`src/rtl/fetch_branch_sequencer.sv`:
```
`timescale 1ns/1ps
`default_nettype none
// ============================================================================
//  Module      : fetch_branch_sequencer
//  Description : Owns the program counter of the 16-bit core. Sequences
//                instruction fetch over a req/ack memory port, holds the
//                fetched word in ir until downstream issues it, redirects the
//                PC on a taken branch (with a one-cycle flush pulse), keeps
//                the architectural flags for the BranchUnit and stops in HALT.
//  Ports       :
//    clk, rst_n                  clock / asynchronous active-low reset
//    imem_req, imem_addr         fetch request and address (= PC)
//    imem_ack, imem_rdata        memory acknowledge and returned instruction
//    ir, ir_valid, pc_out        instruction register, valid, its address
//    stall                       downstream hold of issue
//    is_branch                   decoder: ir is a branch
//    branch_taken, branch_target BranchUnit decision and destination
//    flags_in, flags_we          ALU flags and their capture enable
//    stored_flags                registered flags to the BranchUnit
//    flush                       one-cycle pulse after a taken branch
//    halted                      sequencer stopped
//  Revision    : 1.0 - initial release
// ============================================================================
module fetch_branch_sequencer #(
    parameter logic [15:0] RESET_PC    = 16'h0000,
    parameter logic [3:0]  HALT_OPCODE = 4'hF
) (
    input  logic        clk,
    input  logic        rst_n,
    output logic        imem_req,
    output logic [15:0] imem_addr,
    input  logic        imem_ack,
    input  logic [15:0] imem_rdata,
    output logic [15:0] ir,
    output logic        ir_valid,
    output logic [15:0] pc_out,
    input  logic        stall,
    input  logic        is_branch,
    input  logic        branch_taken,
    input  logic [15:0] branch_target,
    input  logic [3:0]  flags_in,
    input  logic        flags_we,
    output logic [3:0]  stored_flags,
    output logic        flush,
    output logic        halted
);

    typedef enum logic [1:0] {
        S_IDLE  = 2'd0,
        S_FETCH = 2'd1,
        S_ISSUE = 2'd2,
        S_HALT  = 2'd3
    } state_t;

    state_t      r_state, w_state_next;
    logic [15:0] r_pc, w_pc_next;
    logic [15:0] r_ir, w_ir_next;
    logic [15:0] r_pc_out, w_pc_out_next;
    logic        r_ir_valid, w_ir_valid_next;
    logic        r_flush, w_flush_next;
    logic        r_halted, w_halted_next;
    logic [3:0]  r_flags;

    // ------------------------------------------------------------------
    // State and datapath registers
    // ------------------------------------------------------------------
    always_ff @(posedge clk or negedge rst_n) begin
        if (!rst_n) begin
            r_state    <= S_IDLE;
            r_pc       <= RESET_PC;
            r_ir       <= 16'h0000;
            r_pc_out   <= 16'h0000;
            r_ir_valid <= 1'b0;
            r_flush    <= 1'b0;
            r_halted   <= 1'b0;
        end else begin
            r_state    <= w_state_next;
            r_pc       <= w_pc_next;
            r_ir       <= w_ir_next;
            r_pc_out   <= w_pc_out_next;
            r_ir_valid <= w_ir_valid_next;
            r_flush    <= w_flush_next;
            r_halted   <= w_halted_next;
        end
    end

    // Flags are captured independently of the sequencer state. A branch
    // resolved on the same edge still sees the old value because the
    // BranchUnit reads stored_flags combinationally before this edge.
    always_ff @(posedge clk or negedge rst_n) begin
        if (!rst_n) begin
            r_flags <= 4'h0;
        end else if (flags_we) begin
            r_flags <= flags_in;
        end
    end

    // ------------------------------------------------------------------
    // Next-state and next-value logic
    // ------------------------------------------------------------------
    always_comb begin
        w_state_next    = r_state;
        w_pc_next       = r_pc;
        w_ir_next       = r_ir;
        w_pc_out_next   = r_pc_out;
        w_ir_valid_next = r_ir_valid;
        w_halted_next   = r_halted;
        // flush is a pulse: it is only ever raised for a single cycle
        w_flush_next    = 1'b0;

        case (r_state)
            S_IDLE: begin
                w_state_next = S_FETCH;
            end
            S_FETCH: begin
                if (imem_ack) begin
                    w_ir_next       = imem_rdata;
                    w_pc_out_next   = r_pc;
                    w_pc_next       = r_pc + 16'd1;
                    w_ir_valid_next = 1'b1;
                    w_state_next    = S_ISSUE;
                end
            end
            S_ISSUE: begin
                if (!stall) begin
                    w_ir_valid_next = 1'b0;
                    // HALT is tested first so it wins over a branch decode
                    if (r_ir[15:12] == HALT_OPCODE) begin
                        w_halted_next = 1'b1;
                        w_state_next  = S_HALT;
                    end else begin
                        if (is_branch && branch_taken) begin
                            w_pc_next    = branch_target;
                            w_flush_next = 1'b1;
                        end
                        w_state_next = S_FETCH;
                    end
                end
            end
            S_HALT: begin
                w_halted_next = 1'b1;
            end
            default: begin
                w_state_next = S_IDLE;
            end
        endcase
    end

    // ------------------------------------------------------------------
    // Outputs
    // ------------------------------------------------------------------
    assign imem_req     = (r_state == S_FETCH);
    assign imem_addr    = r_pc;
    assign ir           = r_ir;
    assign ir_valid     = r_ir_valid;
    assign pc_out       = r_pc_out;
    assign stored_flags = r_flags;
    assign flush        = r_flush;
    assign halted       = r_halted;

endmodule
`default_nettype wire
```
`config.mk`:
```
export PLATFORM = sky130hd
export DESIGN_NAME = fetch_branch_sequencer
export DESIGN_NICKNAME = d
export VERILOG_FILES = /design/src/rtl/fetch_branch_sequencer.sv
export SDC_FILE = /design/constraint.sdc
export NUM_CORES = 1
export LEC_CHECK = 0
export ABC_AREA = 1
export BUFFER_PORTS_ARGS = -buffer_cell sky130_fd_sc_hd__buf_4
export CORE_ASPECT_RATIO = 0.6
export CORE_MARGIN = 2
export CORE_UTILIZATION = 44
export DETAILED_ROUTE_END_ITERATION = 8
export PLACE_DENSITY_LB_ADDON = 0.25
export SETUP_SLACK_MARGIN = 0.15
export SKIP_LAST_GASP = 1
export SYNTH_ARGS = -nofsm -noshare
export SYNTH_HDL_FRONTEND = slang
export SYNTH_SLANG_ARGS = --single-unit
```
`constraint.sdc`:
```
create_clock -name clk -period 2.3 [get_ports clk]
set_input_delay 0 -clock clk [delete_from_list [all_inputs] [get_ports clk]]
set_output_delay 0 -clock clk [all_outputs]
set_load 0.1 [all_outputs]
```
==> After elaboration in Yosys (flattened, before gate mapping) <==
Index checks and enable logic that the tools add are counted.
{ "op_classes": {"add_sub_neg": 1, "n_reduce_logical": 10, "eq_ne": 9, "n_mux": 19} }
{ "ops": {"columns": ["cell", "n"], "rows": [
  ["2-to-1 mux 16 bit", 4],
  ["case mux 16 bit (2 select lines)", 1],
  ["adder 16 x 1 -> 16 bit (second input constant)", 1],
  ["AND reduction 3 bit", 3],
  ["2-to-1 mux 1 bit", 8],
  ["inequality test 2 bit (second input constant)", 4],
  ["2-to-1 mux 2 bit", 3],
  ["case mux 2 bit (3 select lines)", 1],
  ["AND reduction 5 bit", 1],
  ["equality test 2 bit (second input constant)", 2],
  ["equality test 4 bit (second input constant)", 1],
  ["case mux 1 bit (2 select lines)", 2],
  ["nonzero test 2 bit", 2],
  ["nonzero test 3 bit", 1],
  ["equality test 2 x 1 -> 1 bit (second input constant)", 1],
  ["logical NOT 2 bit", 1],
  ["inequality test 2 x 1 -> 1 bit (second input constant)", 1],
  ["AND reduction 2 bit", 1],
  ["logical AND 1 bit", 1]
]} }
{ "totals": {"regBits": 57, "inputBits": 43, "word_cells": 47, "out_inout_bits": 56} }

==> Longest topological paths before layout <==
{ "logic_depth": {"ltp_word": 5, "depth_mapped": 10, "depth_no_buf": 10} }

==> Worst setup path after synthesis <==
OpenSTA, ideal clock, no wires.
{ "synth_path": {"path_kind": "register to register", "from": "register r_state[1]", "to": "register r_pc[3] (netlist: imem_addr[3])", "required_time_ns": 2.180, "setup_slack_ns": -0.024, "stages_incl_launch_ff": 9, "t_arrival_ns": 2.204, "path_cell_list": "dfrtp_1 -> inv_1 -> ha_1 -> inv_1 -> a21oi_4 -> nand3_4 -> buf_4 -> nand2_1 -> nand2_1"} }
{ "synth_via": {"elab_chain_len": 3, "word_cells_on_any_way": 9} }
{ "synth_lines": {"columns": ["element", "line", "rtl"], "rows": [
  ["start: declaration", "55", "state_t r_state, w_state_next;"],
  ["start signal: assignment", "77", "r_state <= w_state_next;"],
  ["equality test 2 x 1 -> 1 bit (*)", null, null],
  ["via imem_req", "30", "output logic imem_req,"],
  ["inequality test 2 x 1 -> 1 bit (no source line) / nonzero test 2 bit (equally long branches)", null, null],
  ["AND reduction 5 bit (no source line)", null, null],
  ["end signal: assignment", "78", "r_pc <= w_pc_next;"],
  ["end: declaration", "56", "logic [15:0] r_pc, w_pc_next;"]
]} }
Mark *: on every way through the listed nets, which the timed path passes. The rest lies on a longest branch.
A chain may end at the register's enable or synchronous reset.

==> Final worst setup path <==
{ "layout_path": {"from": "register r_state[0]", "to": "register r_pc[1] (netlist: imem_addr[1])"} }
{ "layout_via": {"elab_chain_len": 3, "word_cells_on_any_way": 9} }
{ "layout_lines": {"columns": ["element", "line", "rtl"], "rows": [
  ["equality test 2 bit / equality test 2 x 1 -> 1 bit (equally long branches)", "111", "case (r_state)"],
  ["inequality test 2 bit (no source line) (tied with other cells)", null, null],
  ["AND reduction 5 bit (no source line)", null, null]
]} }
Parallel ways exist; a longest one is shown, timed or not.

==> results by group <==
Timing
  – Max-slew violations: 0
  – FMAX: 0.509 GHz
  – Min Tclk post-route: 1970 ps
  – Slew @ Worst Pin: 705 ps
  – Unrepaired setup endpoints after global routing: no
  – Final Hold Viols: 0
  – Fin crit share: 85.5%
  – Clock skew: 7.25 ps
  – Rel. slew slack: 53.0%
  – Worst setup margin: 334 ps
  – Final setup TNS: 0 ps
  – Final setup viols: 0

Yosys
  – Cells after Synth: 321
  – Synth Area in XOR/XNOR: 1.87%
  – Main combinational cell family by area after synthesis: simple AND/OR/NAND/NOR gates
  – Post-Synth Adder-Cell Area: 2.66%
  – Sequential fraction of the synthesis area: 50.6%
  – Syn_nets: 370
  – Synth Cell Area: 2820 sq um
  – Leading area contributor after synthesis: dfrtp_1
  – Mean area per synthesized cell: 8.78 sq um
  – Yosys cell types: 27
  – Post-synth top area share: 50.6%
  – Synth top area cells: dfrtp_1 (51%), nand2_1 (14%), mux2_2 (8.8%), o21ai_0 (4.4%), nor2_1 (3.9%)
  – Synth warnings: 0
  – Mux contribution to synthesized area: 8.79%
  – Synth Area in Compound Gates: 5.91%
  – Seq cells post-synth: 57
  – Synth Area in Simple Gates: 24.7%

Worst setup path
  – CP max FO: 13
  – Worst Setup SP: r_state[0]$_DFFE_PN0P_
  – Reg2reg setup slack: 330 ps
  – Critical path class: reg -> reg
  – Req. time, crit path: 2540 ps
  – Crit path to: imem_addr[1]$_DFFE_PN0P_
  – Critical R2R Capture: imem_addr[1]$_DFFE_PN0P_
  – CP endpoint kind: flip-flop
  – R2R depth: 9
  – R2r startpoint: r_state[0]$_DFFE_PN0P_
  – CP Launch Type: flip-flop
  – Worst EP arrival: 2210 ps

Routing
  – Total routed wirelength: 7780 microns
  – Met3 Wirelength: 452 microns
  – Drt drc: 0
  – Highest Signal Layer: met4
  – WL/cell: 14.3 microns
  – Met2 WL: 3630 microns
  – DR vias/cell: 4.87
  – Antenna-violating nets left: 0
  – Vias: 2661
  – M1 WL: 3620 microns
  – Drt pass-1 iters: 4
  – DR iter-0 viols: 201

Placement
  – Detail Placement HPWL: 5160 microns
  – GP Congestion: 0.866
  – DP Worst Slack: 280 ps
  – Count of input and output buffers: 98

Outcome
  – Status: finished clean

Clocking
  – H-tree depth: 3
  – Max clock buf depth: 2
  – Root Driver: clkbuf_8
  – CTS tree: built
  – # Post-CTS Setup Buffers: 0
  – Insertion delay to the later sink of the worst-skew pair: 330 ps
  – Clock sink count: 57
  – Reg clk slew, reported paths: 70 ps
  – Num CTS Buffers: 9
  – Post-CTS resize count: 0

Worst hold path
  – Min-delay src: branch_target[5]
  – Hold Path Class: in -> reg

Finish
  – ANT cells: 0
  – Area Overhead vs Synth: 48.8%
  – Leading cell type in the layout, fill and taps excluded: nand2_1
  – Most frequent cells in the layout: nand2_1 (102), buf_4 (100), dfrtp_1 (57), dlygate4sd3_1 (33), nor2_1 (29)
  – Util after Layout: 68.3%
  – Nets@finish: 506
  – Share of cells above drive strength 1: 33.3%

Floorplanning
  – Die Span Y: 66.0 microns
  – Ports: 99
  – Row count: 22
  – Core ar.: 6140 sq um
  – Die area: 7080 sq um
  – Die width: 107 microns
  – Starting Density: 45.9%

Global route
  – Initial antenna violation count: 0
  – Vias in the first global route: 2493
  – Total grt overflow: 0
  – First-pass GRT wire length: 12400 microns
  – Total track usage: 23.2%
  – Pin count of the biggest net entering global routing: 58

Run
  – Max_cap viols: 0
flip-flops by register name (all words and copies together), names as in the netlist:
name / flops
flush: 1
halted: 1
imem_addr: 16
ir: 16
ir_valid: 1
pc_out: 16
r_state: 2
stored_flags: 4
logic make-up after synthesis:
| family | after synthesis |
|---|---|
| buffers and inverters | 36 |
| muxes | 22 |
| DFF | 57 |
| adders and majority gates | 6 |
| and+or+nand+nor | 164 |
| AOI/OAI and AO/OA | 30 |
| xor gates and xnor gates | 6 |
through the flow:
stage | hold WS [ps] | cell area, sq um | instances
2_1_floorplan | -296 | 2820 | 321
3_3_place_gp | 100 | 3620 | 496
3_5_place_dp | 94.6 | 3620 | 496
4_1_cts | 2.36 | 4180 | 545
5_1_grt | 21.4 | 4190 | 546
6_report | 5.20 | 4190 | 546
area by class of cell:
cell class | instances | area (sq um)
clock buffers | 12 | 155
clock inverters | 4 | 73.8
fillers | 471 | 1950
inverters | 27 | 101
multi-input cells | 229 | 1250
flip-flops and latches | 57 | 1430
well taps | 84 | 105
repair buffers | 133 | 1080
worst max-delay path: stages (launching register included):
cell and delay [ps]:
dfrtp_1 400, inv_1 100, ha_1 360, nand2_1 160, nand2_2 90, a21oi_4 200, nand3_4 230, inv_2 180
nand2_1 70, o21ai_0 80
synth_stat cells:
library cell and instances:
xor2_1 5, buf_4 2, nand4_1 3, o21a_1 1, buf_6 1, a21oi_1 1
xnor2_1 1, inv_1 25, nor3_1 1, a21oi_4 1, buf_2 3, o21ai_1 1
inv_2 2, o21ai_0 25, mux2_2 22, clkbuf_1 3, nand3b_1 1, ha_1 6
nand2_1 102, nand3_1 16, o21bai_1 1, nand2_2 2, nor2_2 8, dfrtp_1 57
nand3_4 1, nor2_1 29, nand4_2 1
layer usage:
layer	vias to the layer above	GRT usage, %
met1	1269	32.3
met4	0	6.33
met3	10	5.32
met5	-	0
met2	86	36.8
li1	1296	-
worst min path at each step:
stage                                   to  cells past startpoint
2_1_floorplan              flush$_DFF_PN0_                      0
3_3_place_gp   stored_flags[3]$_DFFE_PN0P_                      1
3_5_place_dp   stored_flags[3]$_DFFE_PN0P_                      1
4_1_cts           imem_addr[5]$_DFFE_PN0P_                      5
5_1_grt           imem_addr[9]$_DFFE_PN0P_                      5
6_report          imem_addr[5]$_DFFE_PN0P_                      5
timing repair:
item / 4_1_cts / 5_1_grt
endpoints found under the setup margin: 0 / 4
hold buffers: 33 / 0
endpoints found under the hold margin: 85 / 0
Power is not shown: default switching activity piles up to over one toggle a cycle in this logic, so the estimate is an artifact.
